`src/rtl/lap_capture_pkg.sv`:
```
// Shared definitions for the lap capture path.
//  - lap_state_e : debounce FSM state encodings (2 bits)
//  - BCD_W       : width of a two-digit BCD value
//  - bcd_sub     : two-digit BCD subtract, result mod 100
package lap_capture_pkg;

  localparam int unsigned BCD_W = 8;

  typedef enum logic [1:0] {
    StIdle    = 2'd0,
    StPress   = 2'd1,
    StFire    = 2'd2,
    StRelease = 2'd3
  } lap_state_e;

  // (a - b) mod 100 on BCD operands. The units digit borrows from the tens;
  // the tens digit wraps mod 10. Digits above 9 are not checked.
  function automatic logic [BCD_W-1:0] bcd_sub(input logic [BCD_W-1:0] a,
                                               input logic [BCD_W-1:0] b);
    logic [4:0] ua, ub, ta, tb;
    logic [4:0] units, tens;
    logic       borrow;
    ua = {1'b0, a[3:0]};
    ub = {1'b0, b[3:0]};
    borrow = (ua < ub);
    units  = borrow ? (ua + 5'd10 - ub) : (ua - ub);
    ta = {1'b0, a[7:4]};
    tb = {1'b0, b[7:4]} + {4'd0, borrow};
    tens = (ta < tb) ? (ta + 5'd10 - tb) : (ta - tb);
    return {tens[3:0], units[3:0]};
  endfunction

endpackage

```
`src/rtl/lap_capture_if.sv`:
```
// Lap sample bus from lap_capture to the lap stash.
//  sample_out       : captured lap value (BCD)
//  sample_out_valid : one-cycle strobe, sample_out valid only while high
//  lap_count        : laps emitted, modulo MAX_LAPS
// Modports: master (producer), slave (stash side).
interface lap_capture_if;
  import lap_capture_pkg::*;

  logic [BCD_W-1:0] sample_out;
  logic             sample_out_valid;
  logic [3:0]       lap_count;

  modport master (output sample_out, output sample_out_valid, output lap_count);
  modport slave  (input  sample_out, input  sample_out_valid, input  lap_count);
endinterface

```
`src/rtl/lap_capture_btn_debounce.sv`:
```
// Push-button conditioner: 2-flop synchroniser plus a counting debounce FSM.
// Ports:
//  clk, reset : clock, asynchronous active-low reset
//  btn_raw    : raw asynchronous button (1 = pressed)
//  level      : debounced level, high from the accepted press until release is accepted
//  rise       : one-cycle pulse when a press is accepted
module lap_capture_btn_debounce
  import lap_capture_pkg::*;
#(
  parameter int unsigned DEBOUNCE_CYCLES = 1000000,
  parameter int unsigned CNT_W           = 20
) (
  input  logic clk,
  input  logic reset,
  input  logic btn_raw,
  output logic level,
  output logic rise
);

  localparam logic [CNT_W-1:0] CntMax = CNT_W'(DEBOUNCE_CYCLES - 1);

  logic [1:0]       sync_q;
  logic             btn_s;
  lap_state_e       state_q, state_d;
  logic [CNT_W-1:0] cnt_q, cnt_d;

  assign btn_s = sync_q[1];

  always_ff @(posedge clk or negedge reset) begin
    if (!reset) begin
      sync_q  <= 2'b00;
      state_q <= StIdle;
      cnt_q   <= '0;
    end else begin
      sync_q  <= {sync_q[0], btn_raw};
      state_q <= state_d;
      cnt_q   <= cnt_d;
    end
  end

  always_comb begin
    state_d = state_q;
    cnt_d   = cnt_q;
    unique case (state_q)
      StIdle: begin
        cnt_d = '0;
        if (btn_s) state_d = StPress;
      end
      StPress: begin
        if (!btn_s) begin
          state_d = StIdle;
          cnt_d   = '0;
        end else if (cnt_q == CntMax) begin
          state_d = StFire;
          cnt_d   = '0;
        end else begin
          cnt_d = cnt_q + 1'b1;
        end
      end
      StFire: begin
        state_d = StRelease;
        cnt_d   = '0;
      end
      StRelease: begin
        // Any high sample restarts the release window
        if (btn_s) begin
          cnt_d = '0;
        end else if (cnt_q == CntMax) begin
          state_d = StIdle;
          cnt_d   = '0;
        end else begin
          cnt_d = cnt_q + 1'b1;
        end
      end
      default: begin
        state_d = StIdle;
        cnt_d   = '0;
      end
    endcase
  end

  assign rise  = (state_q == StFire);
  assign level = (state_q == StFire) || (state_q == StRelease);

endmodule

```
`src/rtl/lap_capture.sv`:
```
// Lap sample producer: debounces the LAP button and emits one BCD lap sample per press.
// Ports:
//  clk, reset : 100 MHz clock, asynchronous active-low reset
//  lap_btn    : raw bouncing LAP button
//  running    : stopwatch running flag (sampled only when a press is accepted)
//  time_bcd   : stopwatch seconds {tens,units} BCD
//  clear_laps : one-cycle pulse, clears lap_count and prev_time
//  bus        : master side of lap_capture_if (sample_out, sample_out_valid, lap_count)
// Build option: LAP_SPLIT_EN emits split times (time_bcd - prev_time) instead of absolute time.
module lap_capture
  import lap_capture_pkg::*;
#(
  parameter int unsigned DEBOUNCE_CYCLES = 1000000,
  parameter int unsigned CNT_W           = 20,
  parameter int unsigned MAX_LAPS        = 10
) (
  input  logic             clk,
  input  logic             reset,
  input  logic             lap_btn,
  input  logic             running,
  input  logic [BCD_W-1:0] time_bcd,
  input  logic             clear_laps,
  lap_capture_if.master    bus
);

  logic             level, rise, strobe;
  logic [BCD_W-1:0] capture;
  logic [BCD_W-1:0] sample_q;
  logic [3:0]       count_q, count_d;

  lap_capture_btn_debounce #(
    .DEBOUNCE_CYCLES(DEBOUNCE_CYCLES),
    .CNT_W          (CNT_W)
  ) u_debounce (
    .clk    (clk),
    .reset  (reset),
    .btn_raw(lap_btn),
    .level  (level),
    .rise   (rise)
  );

  // rise only occurs while level is high; level is kept as a qualifier
  assign strobe = rise && level && running;

`ifdef LAP_SPLIT_EN
  logic [BCD_W-1:0] prev_q;

  assign capture = bcd_sub(time_bcd, prev_q);

  // A strobe coinciding with clear_laps still records its own time
  always_ff @(posedge clk or negedge reset) begin
    if (!reset)          prev_q <= '0;
    else if (strobe)     prev_q <= time_bcd;
    else if (clear_laps) prev_q <= '0;
  end
`else
  assign capture = time_bcd;
`endif

  always_comb begin
    count_d = count_q;
    if (strobe) count_d = (count_q == 4'(MAX_LAPS - 1)) ? 4'd0 : count_q + 4'd1;
    // A clear during the strobe cycle counts that lap as the first
    if (clear_laps) count_d = strobe ? 4'd1 : 4'd0;
  end

  always_ff @(posedge clk or negedge reset) begin
    if (!reset) begin
      sample_q <= '0;
      count_q  <= '0;
    end else begin
      if (strobe) sample_q <= capture;
      count_q <= count_d;
    end
  end

  // The capture is presented in the strobe cycle itself and held afterwards
  assign bus.sample_out       = strobe ? capture : sample_q;
  assign bus.sample_out_valid = strobe;
  assign bus.lap_count        = count_q;

endmodule
```
`src/flat_wrapper.sv`:
```
// flat-port wrapper written by rule: the top's interface ports become plain ports
module lap_capture_flat import lap_capture_pkg::*;
#(
  parameter int unsigned DEBOUNCE_CYCLES = 1000000,
  parameter int unsigned CNT_W           = 20,
  parameter int unsigned MAX_LAPS        = 10
)
  (clk, reset, lap_btn, running, time_bcd, clear_laps, bus_sample_out, bus_sample_out_valid, bus_lap_count);
  lap_capture_if bus_i ();
  input  logic clk;
  input  logic reset;
  input  logic lap_btn;
  input  logic running;
  input  logic [BCD_W-1:0] time_bcd;
  input  logic clear_laps;
  output wire logic [$bits(bus_i.sample_out)-1:0] bus_sample_out;
  output wire logic [$bits(bus_i.sample_out_valid)-1:0] bus_sample_out_valid;
  output wire logic [$bits(bus_i.lap_count)-1:0] bus_lap_count;
  assign bus_sample_out = bus_i.sample_out;
  assign bus_sample_out_valid = bus_i.sample_out_valid;
  assign bus_lap_count = bus_i.lap_count;
  lap_capture #(.DEBOUNCE_CYCLES(DEBOUNCE_CYCLES), .CNT_W(CNT_W), .MAX_LAPS(MAX_LAPS)) u_core (.clk(clk), .reset(reset), .lap_btn(lap_btn), .running(running), .time_bcd(time_bcd), .clear_laps(clear_laps), .bus(bus_i));
endmodule
```
`config.mk`:
```
export PLATFORM = sky130hd
export DESIGN_NAME = lap_capture_flat
export DESIGN_NICKNAME = d
export VERILOG_FILES = /design/src/rtl/lap_capture_pkg.sv /design/src/rtl/lap_capture_if.sv /design/src/rtl/lap_capture_btn_debounce.sv /design/src/rtl/lap_capture.sv /design/src/flat_wrapper.sv
export SDC_FILE = /design/constraint.sdc
export NUM_CORES = 1
export LEC_CHECK = 0
export CORE_MARGIN = 5
export CORE_UTILIZATION = 57
export DETAILED_ROUTE_END_ITERATION = 8
export PLACE_DENSITY = 0.84
export SLEW_MARGIN = 30
export SYNTH_ARGS = -nofsm -noshare
export SYNTH_HDL_FRONTEND = slang
export SYNTH_HIERARCHICAL = 1
export SYNTH_SLANG_ARGS = --single-unit
```
`constraint.sdc`:
```
create_clock -name clk -period 3.1 [get_ports clk]
set_input_delay 0.93 -clock clk [delete_from_list [all_inputs] [get_ports clk]]
set_output_delay 0.93 -clock clk [all_outputs]
set_load 0.03 [all_outputs]
```
* Word-level counts from Yosys, hierarchy flattened
Cells that the tools add are included.
** Operators by class
- Add/subtract/negate cells :: 2
- Equality and inequality tests :: 9
- Multiplexer cells :: 15
- Reductions and logical operators :: 7
** Operators with widths (number)
- 2-to-1 mux 20 bit :: 3
- one-hot mux 20 bit (3 select lines) :: 1
- adder 20 x 1 -> 20 bit (second input constant) :: 1
- equality test 20 bit (second input constant) :: 1
- 2-to-1 mux 4 bit :: 3
- 2-to-1 mux 2 bit :: 5
- 2-to-1 mux 8 bit :: 1
- one-hot mux 2 bit (4 select lines) :: 1
- inequality test 2 bit (second input constant) :: 3
- adder 4 x 1 -> 4 bit (second input constant) :: 1
- equality test 2 bit (second input constant) :: 2
- equality test 4 bit (second input constant) :: 1
- AND reduction 4 bit :: 1
- inequality test 3 bit (second input constant) :: 1
- equality test 2 x 1 -> 1 bit (second input constant) :: 1
- logical AND 1 bit :: 2
- zero test 2 bit :: 1
- nonzero test 2 bit :: 1
- OR reduction 2 bit :: 1
- logical OR 1 bit :: 1
- 2-to-1 mux 1 bit :: 1
** Storage, ports and cells
- Register bits :: 36
- Input port bits :: 13
- Output and inout bits :: 13

* Depth between registers and ports, before layout
Gate-level depths: netlist of the first run.
- Depth after elaboration :: 6
- Depth in mapped cells :: 6
- Depth with buffers taken out :: 5

* Modules after synthesis
Netlist of the first run, hierarchy kept.
** By module, submodules not included
- lap_capture_btn_debounce :: times used 1, cells each 115, area each 1151.1 um^2
- lap_capture :: times used 1, cells each 44, area each 541.8 um^2

* Least setup slack after synthesis of the first run
Ideal clock, no wire load.
- Path type :: input -> output
- From :: in running
- To :: out bus_sample_out[0]
- Arrival time :: 1656 ps
- Required time :: 2170 ps
- Path slack :: 514 ps
- Cell stages on the path :: 3
- Cell sequence :: nand3_2 > buf_2 > mux2_2
** Between the ends
- Longest elaborated chain between the ends :: 2
** RTL lines
- from (decl) :: line flat_wrapper.sv:13 : input logic running;
- logical AND 1 bit :: line lap_capture.sv:43 : assign strobe = rise && level && running;
- 2-to-1 mux 8 bit :: line lap_capture.sv:78 : assign bus.sample_out = strobe ? capture : sample_q;
- to (decl) :: line flat_wrapper.sv:16 : output wire logic [$bits(bus_i.sample_out)-1:0] bus_sample_out;
Every way passes these cells.

==> results of run 1 <==
kinds of logic after synthesis:
family | synth area share [%]
AND/OR/NAND/NOR | 21.5
flip-flops | 53.2
AO/OA/AOI/OAI | 6.36
XOR/XNOR | 6.73
buffers and inverters | 2.81
multiplexers | 6.58
adder cells (fa/ha/maj) | 2.81
per-stage QoR:
| step | setup WS [ps] | std cells | setup TNS (ps) | cell area (sq um) | hold slack (ps) |
|---|---|---|---|---|---|
| after global placement | 26.1 | 212 | 0 | 1950 | 360 |
| after global routing | 1.60 | 221 | 0 | 2030 | 377 |
| after floorplan | 514 | 159 | 0 | 1690 | 331 |
| final | 152 | 221 | 0 | 2030 | 363 |
| after detailed placement | -15.4 | 212 | -63.5 | 1950 | 344 |
| after CTS | 39.8 | 220 | 0 | 2020 | 368 |
metal layers:
metal / track usage, % / routed length (um) / vias to the layer above / part of all wire, %
met1: 21.2 / 1400 / 646 / 40
met4: 6.86 / 51 / 0 / 1.4
li1: - / - / 626 / -
met5: 0 / 0 / - / 0
met3: 4.84 / 123 / 5 / 3.5
met2: 34.9 / 1970 / 21 / 56
final timing paths:
| check | from | endpoint | cells past startpoint |
|---|---|---|---|
| setup / recovery | flip-flop | bus_sample_out[3] | 4 |
| hold / removal | u_core/u_debounce/sync_q[0] | u_core/u_debounce/sync_q[1] | 0 |
| setup reg to reg | flip-flop | u_core/bus.lap_count[3] | 5 |
| hold reg to reg | u_core/u_debounce/sync_q[0] | u_core/u_debounce/sync_q[1] | 0 |
| max in group asynchronous | reset | u_core/sample_q[0] | 2 |
| min in group asynchronous | reset | u_core/u_debounce/cnt_q[14] | 2 |
flip-flops by register name, indices dropped and copies added, names as in the netlist, named ones only:
| name | flops |
|---|---|
| u_core/sample_q | 8 |
| u_core/bus.lap_count | 4 |
| u_core/u_debounce/sync_q | 2 |
| u_core/u_debounce/state_q | 1 |
| u_core/u_debounce/cnt_q | 20 |
layout make-up:
| cell class | instances | share of cell area, % |
|---|---|---|
| Sequential cell | 36 | 44.3 |
| Multi-Input combinational cell | 112 | 37.5 |
| Timing Repair Buffer | 27 | 12.1 |
| Clock buffer | 8 | 2.89 |
| Tap cell | 31 | 1.91 |
| Inverter | 7 | 1.29 |
what timing repair did:
action	CTS	global route
gates cloned	0	1
endpoints found under the setup margin	7	7
gates resized for setup	1	1
cells in the final DEF, fill, tap and decap left out, types with 5 or more instances in the layout:
cell type	instances
a21oi_1	8
buf_4	11
clkbuf_4	5
clkdlybuf4s50_1	15
dfrtp_1	36
inv_1	7
mux2_2	9
nand2_1	11
nand3_1	7
nand4_1	5
nor2_1	17
o21ai_0	6
or3_1	6
xnor2_1	6
xor2_1	7
where the power goes:
group	internal [mW]	total, mW	switching, mW
Clock	0.112	0.262	0.150
Combinational	0.0162	0.0343	0.0181
Sequential	0.472	0.475	0.00248
Total	0.601	0.771	0.171
==> metrics.cfg, run 1 <==
[logic_synthesis]
synth_edf_count = 0
synth_top_area_share_pct = 53.2
synthTopCellsByArea = dfrtp_1 53%, mux2_2 6.0%, nor2_1 3.8%, xor2_1 3.6%, xnor2_1 3.1%
synth_area_per_cell_sq_um = 10.6
syn_inst = 159
async_flop_share_pct = 100
synth_fp_nets = 175
yosysWarnings = 6
ys_seq_area_share_pct = 53.2
yosysTopAreaCell = dfrtp_1
synth_common_cells = 36 x dfrtp_1, 17 x nor2_1, 11 x nand2_1, 9 x mux2_2, 8 x a21oi_1
synth.distinct_cells = 32
syn_area_sq_mm = 0.00169
ys.flop_type = dfrtp_1
ys_ff_latch = 36
synth_most_common_cell = dfrtp_1

[power]
power_density_mw_per_mm2 = 380
peakVddDrop_uv = 288
power_leakage_nw = 0.891
power_mw = 0.771

[floorplanning]
core_region_area_sq_mm = 0.00281
dieWidth_um = 64.5
pin_count = 26
die_area_sq_mm = 0.00416
placementRows = 19
die_height_um = 64.5
initial_core_util_pct = 60.3

[worst_setup_path]
r2r_setup_slack_ps = 990
critPathBufInv = 1
end_kind = output pin
start_kind = flip-flop
path_max_fanout = 7
cp_slowest_cell = dfrtp_1
cp_top_family = simple AND/OR/NAND/NOR gates
critPathKind = flip-flop to output pin
critPathRequiredTime_ps = 2170
arrival_ps = 2020
slowest_delay_ps = 540
worstPathCellList = nor2b_1 > nand3_2 > mux2_2 > buf_4

[job]
cap_violations = 0

[global_routing]
grt_pass1_vias = 1324
grt_overflow = 0
grt_pass1_wl_mm = 6.08
track_usage_pct = 19.0
grt_max_degree = 37
antenna_found_initial = 0

[clocking]
clock-sinks = 36
clkTransAtPathRegs_ps = 100
cts_setup_buffers = 0
clk_latency_ps = 340
cts_buffers = 5
root_buffer = clkbuf_4
clk_path_buf_depth = 2
cts_hold_buf = 0
h-tree-depth = 2
cts_tree = yes

[sta]
finalHoldViolCount = 0
period_needed_ps = 2950
fin_crit_sh_pct = 95.1
skew_ps = 6.08
setup_violations = 0
slew_violations = 0
rsz0062_at_grt = no
relSlewSlack_pct = 58.5
fmax_mhz = 339
tightestPinTransition_ps = 622

[final_layout]
final.fill_count = 223
area_growth_pct = 20.0
regArea_sq_um = 901
nets = 205
antenna_cells = 0
final_util_pct = 72.4
multi_input_area_sq_um = 762
drive_gt1_share_pct = 15.8

[drt]
wl_per_cell_um = 16.0
vias = 1298
wl_mm = 3.54
drtIter0Drc = 28
dr.pass1.iters = 4
drt.antenna.violating_nets = 0
drc = 0
routed_via_density = 5.87

[status]
status = complete, no violations

[placement]
gp_congestion = 0.746
hpwl_mm = 2.56
io_buffers = 25

[hold_path]
hold_class = flip-flop to flip-flop

Note: power is estimated with default switching activity, not from simulation.
==> run 2, diff against run 1 <==
--- a/config.mk
+++ b/config.mk
@@ -6,9 +6,8 @@
 export NUM_CORES = 1
 export LEC_CHECK = 0
 export CORE_MARGIN = 5
-export CORE_UTILIZATION = 57
+export CORE_UTILIZATION = 27
 export DETAILED_ROUTE_END_ITERATION = 8
-export PLACE_DENSITY = 0.84
 export SLEW_MARGIN = 30
 export SYNTH_ARGS = -nofsm -noshare
 export SYNTH_HDL_FRONTEND = slang
==> metrics.cfg, run 2 (synthesis gave the netlist of run 1 again) <==
[final_layout]
antenna_cells = 0  ; unchanged
nets = 205  ; unchanged
final_util_pct = 36.2  ; -36 points
area_growth_pct = 28.9
largest_reg_flops = 20  ; unchanged
final.fill_count = 606  ; +170%
drive_gt1_share_pct = 17.4  ; +1.6 points
layout_commonest_cell = dfrtp_1
top_register = u_core/u_debounce/cnt_q
final_cell_mix = 36 x dfrtp_1, 17 x nor2_1, 14 x clkdlybuf4s50_1, 11 x buf_4, 11 x nand2_1

[worst_setup_path]
critPathRequiredTime_ps = 2170  ; about the same
critPathBufInv = 1  ; unchanged
start_kind = flip-flop
worstPathCellList = nor2b_1 > nand3_2 > mux2_2 > buf_4
arrival_ps = 1960  ; -60 ps
cp_slowest_cell = dfrtp_1
cp_top_family = simple AND/OR/NAND/NOR gates
slowest_delay_ps = 510  ; -30 ps
end_kind = output pin
critPathKind = flip-flop to output pin
path_max_fanout = 7  ; unchanged

[floorplanning]
die_height_um = 89.2  ; +38%
dieWidth_um = 89.2  ; +38%
initial_core_util_pct = 28.1  ; -32 points
placementRows = 28  ; +9
core_region_area_sq_mm = 0.00603  ; +110%
pin_count = 26  ; unchanged
die_area_sq_mm = 0.00795  ; +91%

[global_routing]
antenna_found_initial = 0  ; unchanged
grt_pass1_vias = 1147  ; -13%
grt_pass1_wl_mm = 5.49  ; -9.6%
track_usage_pct = 8.86  ; -10 points
grt_max_degree = 37  ; unchanged
grt_overflow = 0  ; unchanged

[placement]
hpwl_mm = 2.29  ; -10%
io_buffers = 25  ; unchanged
gp_congestion = 0.702  ; -5.9%
detailedPlace.worstSlack_ps = -54.9  ; -39.5 ps

[clocking]
clock-sinks = 36  ; unchanged
clk_latency_ps = 280  ; -60 ps
h-tree-depth = 2  ; unchanged
clkTransAtPathRegs_ps = 70  ; -30 ps
root_buffer = clkbuf_8
cts_hold_buf = 0  ; unchanged
cts_tree = yes
cts_buffers = 5  ; unchanged
clk_path_buf_depth = 2  ; unchanged

[sta]
finalWorstSetupSlack_ps = 207  ; +55.1 ps
slew_violations = 0  ; unchanged
finalHoldViolCount = 0  ; unchanged
rsz0062_at_grt = no
relSlewSlack_pct = 44.3  ; -14 points
fmax_mhz = 346  ; +1.9%
fin_setup_tns_ps = 0  ; unchanged
hold_ws_ps = 354  ; -9.10 ps
period_needed_ps = 2890  ; -55.1 ps
setup_violations = 0  ; unchanged
tightestPinTransition_ps = 836  ; +213 ps
fin_crit_sh_pct = 93.3  ; -1.8 points
skew_ps = 4.71  ; -1.37 ps

[drt]
dr.pass1.iters = 4  ; unchanged
drt.antenna.violating_nets = 0  ; unchanged
drtIter0Drc = 78  ; +180%
vias = 1258  ; -3.1%
wl_per_cell_um = 13.1  ; -18%
drc = 0  ; unchanged
wl_mm = 3.47  ; -2.1%
routed_via_density = 4.75  ; -19%

[hold_path]
hold_class = flip-flop to flip-flop

[power]
power_density_mw_per_mm2 = 495  ; +31%
peakVddDrop_uv = 456  ; +58%
power_leakage_nw = 0.936  ; +5.1%

[job]
cap_violations = 0  ; unchanged

[status]
status = complete, no violations

==> run 2: cell count changes in the layout (fill, tap and decap cells not counted) <==
cell             before  now
buf_2                 0    1
clkbuf_1              2    0
clkbuf_4              5    0
bufinv_16             0    3
clkbuf_8              1    5
clkdlybuf4s50_1      15   14
==> run 2: report_power, final <==
group          switching (mW)  leakage [nW]  internal [mW]
Combinational          0.0187         0.363         0.0147
Sequential            0.00227         0.495          0.472
Clock                   0.170        0.0784          0.402
Total                   0.191         0.936          0.890
==> run 2: area by class of cell <==
class                      count  area (sq um)  area share (%)
clock inverter                 3          90.1            4.13
inverter                       7          26.3            1.20
clock buffer                   5          68.8            3.15
sequential                    36           901            41.3
tap                           75          93.8            4.30
timing repair buffer          27           240            11.0
multi-input combinational    112           762            34.9
==> run 2: metal layers <==
| metal | vias to the layer above | global-route usage, % | routed length, um |
|---|---|---|---|
| met5 | - | 0 | 0 |
| met4 | 0 | 3.65 | 21 |
| met3 | 2 | 2.21 | 64 |
| met2 | 13 | 13.2 | 1670 |
| met1 | 619 | 12.3 | 1710 |
| li1 | 624 | - | - |
==> run 2: path summary, 6_finish.rpt <==
| check | from | cells after the start | slack [ps] | to |
|---|---|---|---|---|
| min reg2reg | u_core/u_debounce/sync_q[0] | 0 | 350 | u_core/u_debounce/sync_q[1] |
| max | flip-flop | 4 | 210 | bus_sample_out[5] |
| min in group asynchronous | reset | 1 | 740 | u_core/u_debounce/cnt_q[13] |
| max in group asynchronous | reset | 1 | 1830 | u_core/sample_q[7] |
| min | u_core/u_debounce/sync_q[0] | 0 | 350 | u_core/u_debounce/sync_q[1] |
| max reg2reg | flip-flop | 5 | 960 | u_core/bus.lap_count[3] |
==> run 2: per-stage QoR <==
stage | cells | total power, mW | area, sq um
floorplan | 159 | 0.491 | 1690
global placement | 255 | 0.517 | 2000
detailed placement | 255 | 0.518 | 2000
CTS | 263 | 1.10 | 2160
global route | 265 | 1.12 | 2180
finish | 265 | 1.08 | 2180
==> run 2: repair_timing <==
item,in CTS,in global routing
gates cloned,0,1
endpoints found under the setup margin,8,8
buffers inserted,0,1
gates resized for setup,1,1
